## config.mk

```make
export PLATFORM = sky130hd
export DESIGN_NAME = serial_adder_ctrl
export DESIGN_NICKNAME = d
export VERILOG_FILES = /design/src/rtl/serial_adder_ctrl.sv
export SDC_FILE = /design/constraint.sdc
export NUM_CORES = 1
export LEC_CHECK = 0
export CORE_MARGIN = 2
export CORE_UTILIZATION = 51
export DETAILED_ROUTE_END_ITERATION = 10
export PLACE_DENSITY = 0.78
export RECOVER_POWER = 25
export SYNTH_ARGS = -nofsm -noshare
export SYNTH_HDL_FRONTEND = slang
export SYNTH_SLANG_ARGS = --single-unit
export TNS_END_PERCENT = 1
```

## constraint.sdc

```tcl
create_clock -name clk -period 1.7 [get_ports clk]
set_input_delay 0.34 -clock clk [delete_from_list [all_inputs] [get_ports clk]]
set_output_delay 0.34 -clock clk [all_outputs]
set_load 0.02 [all_outputs]
```

## src/rtl/serial_adder_ctrl.sv

```systemverilog
// ============================================================================
// Module   : serial_adder_ctrl (with half_adder leaf cell)
// Brief    : Bit-serial adder; one shared full-adder cell, LSB first.
// Revision : 1.0
// ============================================================================
`default_nettype none

module half_adder (
    input  logic a,
    input  logic b,
    output logic s,
    output logic c
);
    assign s = a ^ b;
    assign c = a & b;
endmodule

module serial_adder_ctrl #(
    parameter int WIDTH = 8
) (
    input  logic             clk,
    input  logic             rst,
    input  logic             start,
    input  logic [WIDTH-1:0] a,
    input  logic [WIDTH-1:0] b,
    output logic             busy,
    output logic             done,
    output logic [WIDTH-1:0] sum,
    output logic             carry_out
);
    localparam int CW = $clog2(WIDTH + 1);
    localparam logic [CW-1:0] LAST = CW'(WIDTH - 1);

    typedef enum logic [1:0] {
        IDLE = 2'd0,
        RUN  = 2'd1,
        DONE = 2'd2
    } state_t;

    state_t           state, state_next;
    logic [WIDTH-1:0] opa, opb, res, res_next;
    logic [CW-1:0]    cnt;
    logic             carry_q;
    logic             s0, c0, s, c1, carry_d;

    half_adder ha0 (.a(opa[0]), .b(opb[0]),   .s(s0), .c(c0));
    half_adder ha1 (.a(s0),     .b(carry_q), .s(s),  .c(c1));
    assign carry_d = c0 | c1;

    // A one-bit result register has no upper bits to shift down.
    generate
        if (WIDTH == 1) begin : g_res_w1
            assign res_next = s;
        end else begin : g_res_wn
            assign res_next = {s, res[WIDTH-1:1]};
        end
    endgenerate

    always_ff @(posedge clk) begin
        if (rst) state <= IDLE;
        else     state <= state_next;
    end

    always_comb begin
        state_next = state;
        case (state)
            IDLE:    if (start) state_next = RUN;
            RUN:     if (cnt == LAST) state_next = DONE;
            DONE:    state_next = IDLE;
            default: state_next = IDLE;
        endcase
    end

    always_ff @(posedge clk) begin
        if (rst) begin
            opa       <= '0;
            opb       <= '0;
            res       <= '0;
            cnt       <= '0;
            carry_q   <= 1'b0;
            sum       <= '0;
            carry_out <= 1'b0;
        end else if (state == IDLE) begin
            if (start) begin
                opa     <= a;
                opb     <= b;
                carry_q <= 1'b0;
                cnt     <= '0;
            end
        end else if (state == RUN) begin
            res     <= res_next;
            opa     <= opa >> 1;
            opb     <= opb >> 1;
            carry_q <= carry_d;
            cnt     <= cnt + 1'b1;
            if (cnt == LAST) begin
                sum       <= res_next;
                carry_out <= carry_d;
            end
        end
    end

    assign busy = (state == RUN);
    assign done = (state == DONE);
endmodule

`default_nettype wire

```

==> impl_metrics.py, run 1 <==
metrics = {
    "sta": {
        "totalNegativeSetupSlack_ps": 0,
        "slew_violations": 0,
        "period_needed_ps": 1630,
        "timing_hold_violations_final": 0,
        "setup_slack_ps": 72.3,
        "setup_violations": 0,
        "rsz0062_at_grt": "no",
        "worst_slew_pin_slew_ps": 467,
        "slew_headroom_pct": 68.9,
        "fmax_mhz": 614,
        "fin_crit_sh_pct": 95.7,
        "finalClockSkew_ps": 17.3,
    },
    "route": {
        "wl_um": 3270,
        "ant_nets": 0,
        "first_pass_iters": 4,
        "drc": 0,
        "viasPerCell": 5.35,
        "num_vias": 1374,
        "routedWlPerCell_um": 12.7,
        "dr.first_iter.drc_count": 46,
    },
    "final_layout": {
        "fin_util_pct": 67.1,
        "final_cells": 257,
        "final_cell_mix": "38 x dfxtp_1, 27 x nor2_1, 25 x clkdlybuf4s50_1, 20 x nand2b_1, 16 x nand2_1",
        "num_antenna_cells": 0,
        "nets": 233,
        "layout_commonest_cell": "dfxtp_1",
        "area_delta_synth_final_pct": 22.2,
        "drive_gt1_share_pct": 7.98,
    },
    "logic_synthesis": {
        "synth_top_family_by_area": "simple AND/OR/NAND/NOR gates",
        "seq_area_frac_synth_pct": 45.8,
        "synthArstFlopShare_pct": 0,
        "synth-seq-cells": 39,
        "synth-simple-area-share_pct": 20.4,
        "yosys.area_share.adder_pct": 1.91,
        "synth.distinct_cells": 29,
        "avgSynthCellArea_um2": 9.25,
        "synth_edf_count": 0,
        "synth.net_count": 205,
        "netlist_instances": 184,
        "synth_compound_area_share_pct": 18.7,
        "ys.flop_type": "dfxtp_1",
        "synth.cell_area_um2": 1700,
        "synth_warnings": 0,
        "synth_mux_area_share_pct": 5.29,
        "post_synth_xor_area_fraction_pct": 0,
    },
    "worst_hold_path": {
        "hp-class": "flop to flop",
    },
    "clock_network": {
        "hold_buffers": 0,
        "clk_path_buf_depth": 2,
        "clkSinkCount": 39,
        "cts_tree": "done",
        "htreeDepth": 2,
        "clk_latency_ps": 350,
        "clock-root-buffer": "clkbuf_4",
        "path_clk_slew_ps": 110,
        "numCtsBuffers": 5,
    },
    "pwr": {
        "ir_drop_mv": 0.571,
        "p_per_area_nw_per_um2": 936,
        "power_switching_w": 0.000429,
        "power.internal_w": 0.00152,
        "comb_power_share_pct": 10.7,
        "p_total_w": 0.00195,
        "leakage_nw": 0.768,
        "p_sw_share_pct": 22.1,
        "p_clk_share_pct": 39.0,
        "seqPwrFrac_pct": 50.3,
    },
    "worst_setup_path": {
        "cp_cell_sequence": "clkdlybuf4s50_1",
        "cp.required_ps": 1360,
        "max_stage_delay_ps": 600,
        "worstSetupPathType": "flop to primary output",
        "path_buf_inv": 1,
        "cpMaxStageDelayCell": "clkdlybuf4s50_1",
        "critPathTopFamily": "buffers and inverters",
        "crit_arrival_ps": 1290,
        "crit_fanout": 2,
        "critPathCaptureType": "primary output",
        "startpoint_type": "flop",
    },
    "floorplan": {
        "die_width_um": 61.8,
        "core-area_um2": 3100,
        "io_pins": 30,
        "rows": 20,
        "die_area_um2": 3820,
        "start_util_pct": 54.9,
        "die_h_um": 61.8,
    },
    "job": {
        "maxCapViolCount": 0,
    },
    "status": {
        "outcome": "finished, final reports clean",
    },
    "global_route": {
        "grt_max_degree": 49,
        "grt_pass1_wl_um": 5560,
        "grt_overflow_total": 0,
        "grt_pass1_vias": 1298,
        "grt.total_usage_pct": 19.8,
        "antenna_found_initial": 0,
    },
    "place": {
        "io_buffer_count": 29,
        "dp_slack_ps": 40.6,
        "place.gp.congestion": 0.817,
        "placed_cells": 249,
        "place_hpwl_um": 2340,
    },
}
[worst register-to-register path: stages (launching register included)]
cell	delay, ps
dfxtp_1	390
ha_1	210
nand4b_1	230
nor2_4	360
mux2i_1	260
[routing by layer]
metal  wire length, um  share of wire, %  track usage, %  vias to the layer above
met5                 0                 0               0                        -
met1              1470                45            24.5                      642
met4                53               1.6            7.60                        0
met3               162               5.0            5.38                        7
li1                  -                 -               -                      693
met2              1580                48            32.9                       32
[power by group through the flow]
stage / sequential (W) / combinational, W / clock, W
6_report: 0.000980 / 0.000208 / 0.000759
2_1_floorplan: 0.000995 / 0.000149 / 0
5_1_grt: 0.000987 / 0.000232 / 0.000812
3_3_place_gp: 0.000999 / 0.000204 / 0
4_1_cts: 0.000981 / 0.000211 / 0.000773
3_5_place_dp: 0.00100 / 0.000212 / 0
[metrics by stage]
step,cell area (um2),hold WS (ps)
4_1_cts,2100,472
6_report,2080,467
5_1_grt,2080,483
3_5_place_dp,1990,456
3_3_place_gp,1990,446
2_1_floorplan,1700,434
[Yosys cell counts, types with 2 or more instances]
master | instances | share of area [%]
inv_1 | 3 | 0.66
nor3_1 | 2 | 0.59
clkbuf_8 | 2 | 1.6
o2bb2ai_1 | 6 | 3.1
dfxtp_1 | 39 | 46
a211oi_1 | 15 | 6.6
o22ai_1 | 8 | 2.9
buf_6 | 5 | 3.3
clkbuf_1 | 4 | 0.88
mux2i_1 | 9 | 5.3
a22oi_1 | 4 | 1.8
nor2_1 | 27 | 6.0
nand2b_1 | 19 | 7.0
nand2_1 | 16 | 3.5
nand3_1 | 2 | 0.59
buf_2 | 3 | 0.88
a21oi_1 | 8 | 2.4
[kinds of logic after synthesis]
| group | count (synthesis) |
|---|---|
| muxes | 9 |
| AOI/OAI and AO/OA | 45 |
| adders and majority gates | 2 |
| buffers and inverters | 18 |
| DFF | 39 |
| and+or+nand+nor | 71 |
[flip-flops by register name (all words and copies together) (netlist names)]
name,flops
sum,8
state,2
opb,8
carry_q,1
carry_out,1
opa,8
cnt,4
res,7
[area by class of cell]
class | instances | area [um2]
multi-input combinational | 127 | 782
fill | 280 | 1020
timing repair buffer | 36 | 345
clock inverter | 3 | 67.6
sequential | 39 | 782
clock buffer | 5 | 37.5
inverter | 3 | 11.3
tap | 44 | 55.1
[path summary, 6_finish.rpt]
kind	from	cells past startpoint	slack, ps	end
worst min-delay path	res[1]$_SDFFE_PP0P_	2	470	res[1]$_SDFFE_PP0P_
worst min register to register	res[1]$_SDFFE_PP0P_	2	470	res[1]$_SDFFE_PP0P_
worst max register to register	cnt[0]$_SDFFE_PP0P_	4	190	sum[2]$_SDFFE_PP0P_
worst max-delay path	sum[5]$_SDFFE_PP0P_	1	70	sum[5]
[repair_timing]
| action | in CTS | in global routing |
|---|---|---|
| endpoints found under the setup margin | 2 | 2 |
| pin swaps | 0 | 0 |
| endpoints found under the hold margin | 0 | 0 |
| setup buffers | 0 | 0 |
| resized for setup | 3 | 2 |
Note: power is estimated with default switching activity, not from simulation.
==> run 2: changes to the inputs <==
- ABC_AREA: default -> 0
- GPL_ROUTABILITY_DRIVEN: default -> 0
==> results of run 2 <==
Same layout as run 1: the final DEF is identical, and so are final timing and power.
